--- config.mk ---
export PLATFORM = sky130hd
export DESIGN_NAME = multi_channel_clock_divider
export DESIGN_NICKNAME = d
export VERILOG_FILES = /design/src/rtl/multi_channel_clock_divider.sv
export SDC_FILE = /design/constraint.sdc
export NUM_CORES = 1
export LEC_CHECK = 0
export ABC_CLOCK_PERIOD_IN_PS = 3600
export CORE_UTILIZATION = 58
export CTS_CLUSTER_DIAMETER = 30
export CTS_CLUSTER_SIZE = 10
export DETAILED_ROUTE_END_ITERATION = 10
export PLACE_DENSITY = 0.8
export SYNTH_ARGS = -nofsm -noshare
export SYNTH_HDL_FRONTEND = slang
export SYNTH_SLANG_ARGS = --single-unit
--- constraint.sdc ---
create_clock -name i_CLK -period 3.6 [get_ports i_CLK]
set_clock_uncertainty 0.1 [all_clocks]
set_input_delay 0.36 -clock i_CLK [delete_from_list [all_inputs] [get_ports i_CLK]]
set_output_delay 0.36 -clock i_CLK [all_outputs]
set_load 0.01 [all_outputs]
--- src/rtl/multi_channel_clock_divider.sv ---
`default_nettype none
// ============================================================================
//  Module      : multi_channel_clock_divider
//  Description : N-channel programmable enable-tick divider. Each channel
//                emits a one-cycle tick every (DIV+1) clocks and can drive a
//                toggle output of period 2*(DIV+1). New divide values are
//                staged in a shadow register and take effect only at a period
//                boundary, or immediately while the channel is idle.
//                Optional macro DCD_PHASE_SYNC_EN adds i_SYNC, a global
//                restart that phase-aligns all channels.
//  Revision    : 1.0 - initial release
// ============================================================================
module multi_channel_clock_divider #(
    parameter int P_CHANNELS    = 4,
    parameter int P_WIDTH       = 32,
    parameter int P_DEFAULT_DIV = 0
) (
    input  logic                          i_CLK,
    input  logic                          i_RST,
    input  logic [P_CHANNELS-1:0]         i_ENABLE,
    input  logic [P_CHANNELS*P_WIDTH-1:0] i_DIV_VALUE,
    input  logic                          i_LOAD,
    input  logic [P_CHANNELS-1:0]         i_LOAD_MASK,
    input  logic [P_CHANNELS-1:0]         i_MODE,
`ifdef DCD_PHASE_SYNC_EN
    input  logic                          i_SYNC,
`endif
    output logic [P_CHANNELS-1:0]         o_TICK,
    output logic [P_CHANNELS-1:0]         o_CLK_OUT,
    output logic [P_CHANNELS-1:0]         o_PENDING
);

    localparam logic [P_WIDTH-1:0] c_DEFAULT_DIV = P_WIDTH'(P_DEFAULT_DIV);
    localparam logic [P_WIDTH-1:0] c_ONE         = P_WIDTH'(1);

    // Global restart request; tied low when the phase-sync option is absent.
    logic w_sync;
`ifdef DCD_PHASE_SYNC_EN
    assign w_sync = i_SYNC;
`else
    assign w_sync = 1'b0;
`endif

    for (genvar gi = 0; gi < P_CHANNELS; gi++) begin : g_ch
        logic [P_WIDTH-1:0] r_count;
        logic [P_WIDTH-1:0] r_active;
        logic [P_WIDTH-1:0] r_shadow;
        logic               r_tick;
        logic               r_clk_out;
        logic               r_pending;

        logic [P_WIDTH-1:0] w_new_div;
        logic               w_en;
        logic               w_hit;
        logic               w_wrap;
        logic               w_load;
        logic               w_apply_slot;

        assign w_new_div    = i_DIV_VALUE[gi*P_WIDTH +: P_WIDTH];
        assign w_en         = i_ENABLE[gi];
        // Tick condition: final count of the current period.
        assign w_hit        = w_en & (r_count == r_active);
        // Period boundary; ">=" keeps the counter bounded by the active value.
        assign w_wrap       = w_en & (r_count >= r_active);
        assign w_load       = i_LOAD & i_LOAD_MASK[gi];
        // Safe moments to swap the divide value without distorting a period.
        assign w_apply_slot = w_wrap | ~w_en | w_sync;

        // Counter, tick, toggle output and shadow/active divide bookkeeping.
        always_ff @(posedge i_CLK) begin
            if (i_RST) begin
                r_count   <= '0;
                r_active  <= c_DEFAULT_DIV;
                r_shadow  <= c_DEFAULT_DIV;
                r_tick    <= 1'b0;
                r_clk_out <= 1'b0;
                r_pending <= 1'b0;
            end else begin
                if (!w_en || w_wrap || w_sync) begin
                    r_count <= '0;
                end else begin
                    r_count <= r_count + c_ONE;
                end

                r_tick <= w_hit & ~w_sync;

                if (!w_en || !i_MODE[gi] || w_sync) begin
                    r_clk_out <= 1'b0;
                end else if (w_hit) begin
                    r_clk_out <= ~r_clk_out;
                end

                // A load landing on an apply slot bypasses the shadow wait;
                // the compare above still used the old active value.
                if (w_load && w_apply_slot) begin
                    r_shadow  <= w_new_div;
                    r_active  <= w_new_div;
                    r_pending <= 1'b0;
                end else if (w_load) begin
                    r_shadow  <= w_new_div;
                    r_pending <= 1'b1;
                end else if (r_pending && w_apply_slot) begin
                    r_active  <= r_shadow;
                    r_pending <= 1'b0;
                end
            end
        end

        assign o_TICK[gi]    = r_tick;
        assign o_CLK_OUT[gi] = r_clk_out;
        assign o_PENDING[gi] = r_pending;
    end

endmodule
`default_nettype wire

==> impl_metrics.yaml <==
status:
  status: "completed"
routing:
  vias_per_cell: 5.38
  drtAntennaViolNets: 0
  post-route-drc-count: 0
  dr.first_iter.drc_count: 778
  first_pass_iters: 5
  vias: 14700
  wl_per_cell_um: 15.0
  routed_wl_um: 40900
sta:
  grt_setup_unrepaired: "false"
  worst_slew_pin_slew_ns: 0.811
  setup_viol: 0
  slew_headroom_pct: 45.5
  tns_ns: 0
  period_minus_slack_ns: 3.17
  slew_violations: 0
  layout_worst_path_cycle_share_pct: 88.2
  fmaxAchievable_mhz: 315
  finalHoldViolCount: 0
layout:
  drive_above_1_share_pct: 13.4
  final_cells: 2729
  syn_to_final_growth_pct: 25.7
  antennaDiodeCount: 0
  nFillCells: 2085
  design_area_um2: 22800
  nNetsFinal: 2540
placement:
  dp_cells: 2577
  io_buffers: 154
  place_congestion: 0.831
  dp_hpwl_um: 26900
  dpl_cell_area_um2: 20000
setup_path:
  crit_fanout: 25
  r2r-start: "g_ch[3].r_count[14]"
  reg2reg_depth: 8
  cp.arrival_ns: 3.52
  end_kind: "register"
  r2r_slack_ns: 0.43
  cp-start-kind: "register"
  cp_data_required_time_ns: 3.95
  rr_endpoint: "g_ch[3].r_count[17]"
  critPathKind: "reg2reg"
power:
  power.density_nw_per_um2: 589
  peakVddDrop_v: 0.000368
  leakage_nw: 9.02
synth:
  syn_inst: 2098
  synth_top_area_share_pct: 43.7
  asyncSetResetFlopFracSynth_pct: 0
  synth_edf_count: 0
  synth_nets: 2373
  yosysWarnings: 0
  synth.distinct_cells: 46
  avgSynthCellArea_um2: 8.64
  synth_top_flop_cell: "dfxtp_1"
  syn_area_um2: 18100
  yosysSeqAreaShare_pct: 43.7
  synth_top_area_cell: "dfxtp_1"
  synth_area_leaders: "dfxtp_1, ha_1, mux2_2"
  ys_seq_elements: 396
worst_hold_path:
  hold_end: "g_ch[0].r_shadow[21]"
  min_from: "i_DIV_VALUE[21]"
  min_path_type: "in2reg"
  hold_depth: 3
floorplanning:
  core_um2: 30700
  dieArea_um2: 32000
  die_h_um: 179
  initial_core_util_pct: 59.1
  rows: 64
  die_w_um: 179
  io_pins: 155
grt:
  antenna_found_initial: 1
  overflow: 0
  grt_pass1_vias: 14600
  grtUsageTotal_pct: 25.5
  grt_max_degree: 101
  grt_pass1_wl_um: 66600
clocking:
  clk_latency_ns: 0.59
  path_clk_slew_ns: 0.05
  clock_tree.buffer_depth: 3
  cts_tree: "yes"
  cts.hold.buffers_added: 0
  cts-resized-gates: 0
  post_cts_buffers: 0
  numCtsBuffers: 82
  cts-root-buf: "clkbuf_16"
  clock_sinks: 396
  htreeDepth: 3
job:
  drv_cap: 0
==> registers in the layout, indices dropped and copies added (netlist names) <==
register        count
g_ch.r_count      128
g_ch.r_tick         4
g_ch.r_active     128
g_ch.r_clk_out      4
g_ch.r_shadow     128
g_ch.r_pending      4
==> cell families (layout without fill, tap and decap cells) <==
logic type      Yosys count  in the layout  synth area share, %
simple gates            847            847                 20.6
flops                   396            396                 43.7
buf+inv                 248            483                 5.68
compound gates          225            225                 7.00
fa+ha+maj               132            132                 9.11
mux                     128            128                 7.95
xor+xnor                122            122                 5.90
==> Yosys cell counts, types with 2 or more instances <==
cell	number
nor3_1	23
nand2b_1	7
a2111oi_0	3
dfxtp_1	396
o22ai_2	3
xnor2_1	54
buf_1	2
a211o_1	3
and4b_1	4
nand2_1	313
nor3b_1	3
or3_1	6
inv_1	149
or2_2	2
nor4_1	8
o31a_1	3
or4_1	3
nor2b_1	6
o21ai_0	10
and4_1	12
mux2_2	125
buf_2	16
buf_4	15
nand4_1	49
and3_1	21
ha_1	132
buf_6	3
nand3_1	77
nor2_2	7
a21o_1	14
and2_1	7
xor2_1	68
a211oi_1	5
nor4b_1	4
clkbuf_1	63
a221o_1	5
mux2_1	3
a21oi_1	175
nor2_1	292
==> per-layer routing <==
metal	track usage [%]	vias to the layer above	share of wire (%)
li1	-	7336	-
met5	0	-	0.022
met2	44.6	367	50
met4	10.3	2	2.4
met1	30.2	6865	43
met3	5.32	100	5.1
==> through the flow <==
| stage | util [%] | hold WS [ns] | worst slack [ns] | total power [mW] |
|---|---|---|---|---|
| 6_report | 74.3 | 0.244 | 0.425 | 13.4 |
| 5_1_grt | 74.3 | 0.261 | 0.214 | 13.9 |
| 4_1_cts | 74.3 | 0.230 | 0.456 | 13.5 |
| 3_5_place_dp | 65.0 | 0.352 | 0.572 | 5.91 |
| 3_3_place_gp | 65.0 | 0.344 | 0.718 | 5.86 |
| 2_1_floorplan | - | 0.334 | 0.861 | 5.49 |
==> critical path: stages, from the launching register on <==
cell	delay, ns
dfxtp_1	0.35
ha_1	0.36
nand4_1	0.19
nor4_1	0.61
nor4b_1	0.43
o31a_1	0.29
or3_1	0.40
buf_12	0.23
nor2_1	0.08
==> power by group <==
| group | internal (mW) | total, mW | switching [mW] |
|---|---|---|---|
| sequential | 4.56 | 4.62 | 0.0595 |
| combinational | 0.554 | 1.24 | 0.682 |
| clock | 5.08 | 7.56 | 2.48 |
| total | 10.2 | 13.4 | 3.22 |
==> area by class of cell <==
class	instances	area (um2)	share of cell area [%]
repair buffers	182	1790	7.87
clock inverters	50	587	2.58
well taps	396	495	2.18
flip-flops and latches	396	7930	34.8
clock buffers	102	2240	9.83
multi-input cells	1454	9180	40.3
inverters	149	559	2.46
==> layout by cell type, fill, tap and decap left out, drive strengths merged, types with 12 or more instances in the layout <==
cell / n
clkinvlp: 13
nor2: 299
nor3: 24
nand3: 77
inv: 157
dfxtp: 396
mux2: 128
a21o: 14
a21oi: 175
xnor2: 54
buf: 28
ha: 132
nand2: 313
and4: 12
xor2: 68
and3: 21
nand4: 49
clkbuf: 103
clkdlybuf4s50: 153
clkinv: 20
==> how the worst max path moves through the flow <==
| stage | startpoint | end | slack [ns] | cells after the start |
|---|---|---|---|---|
| 2_1_floorplan | g_ch[3].r_count[25] | g_ch[3].r_active[10] | 0.86 | 8 |
| 3_3_place_gp | g_ch[3].r_count[13] | g_ch[3].r_count[14] | 0.72 | 8 |
| 3_5_place_dp | g_ch[1].r_count[0] | g_ch[1].r_active[22] | 0.57 | 9 |
| 4_1_cts | g_ch[1].r_count[0] | g_ch[1].r_active[29] | 0.46 | 9 |
| 5_1_grt | g_ch[3].r_active[13] | g_ch[3].r_count[17] | 0.21 | 9 |
| 6_report | g_ch[3].r_count[14] | g_ch[3].r_count[17] | 0.43 | 8 |
Note: power is estimated with default switching activity, not from simulation.
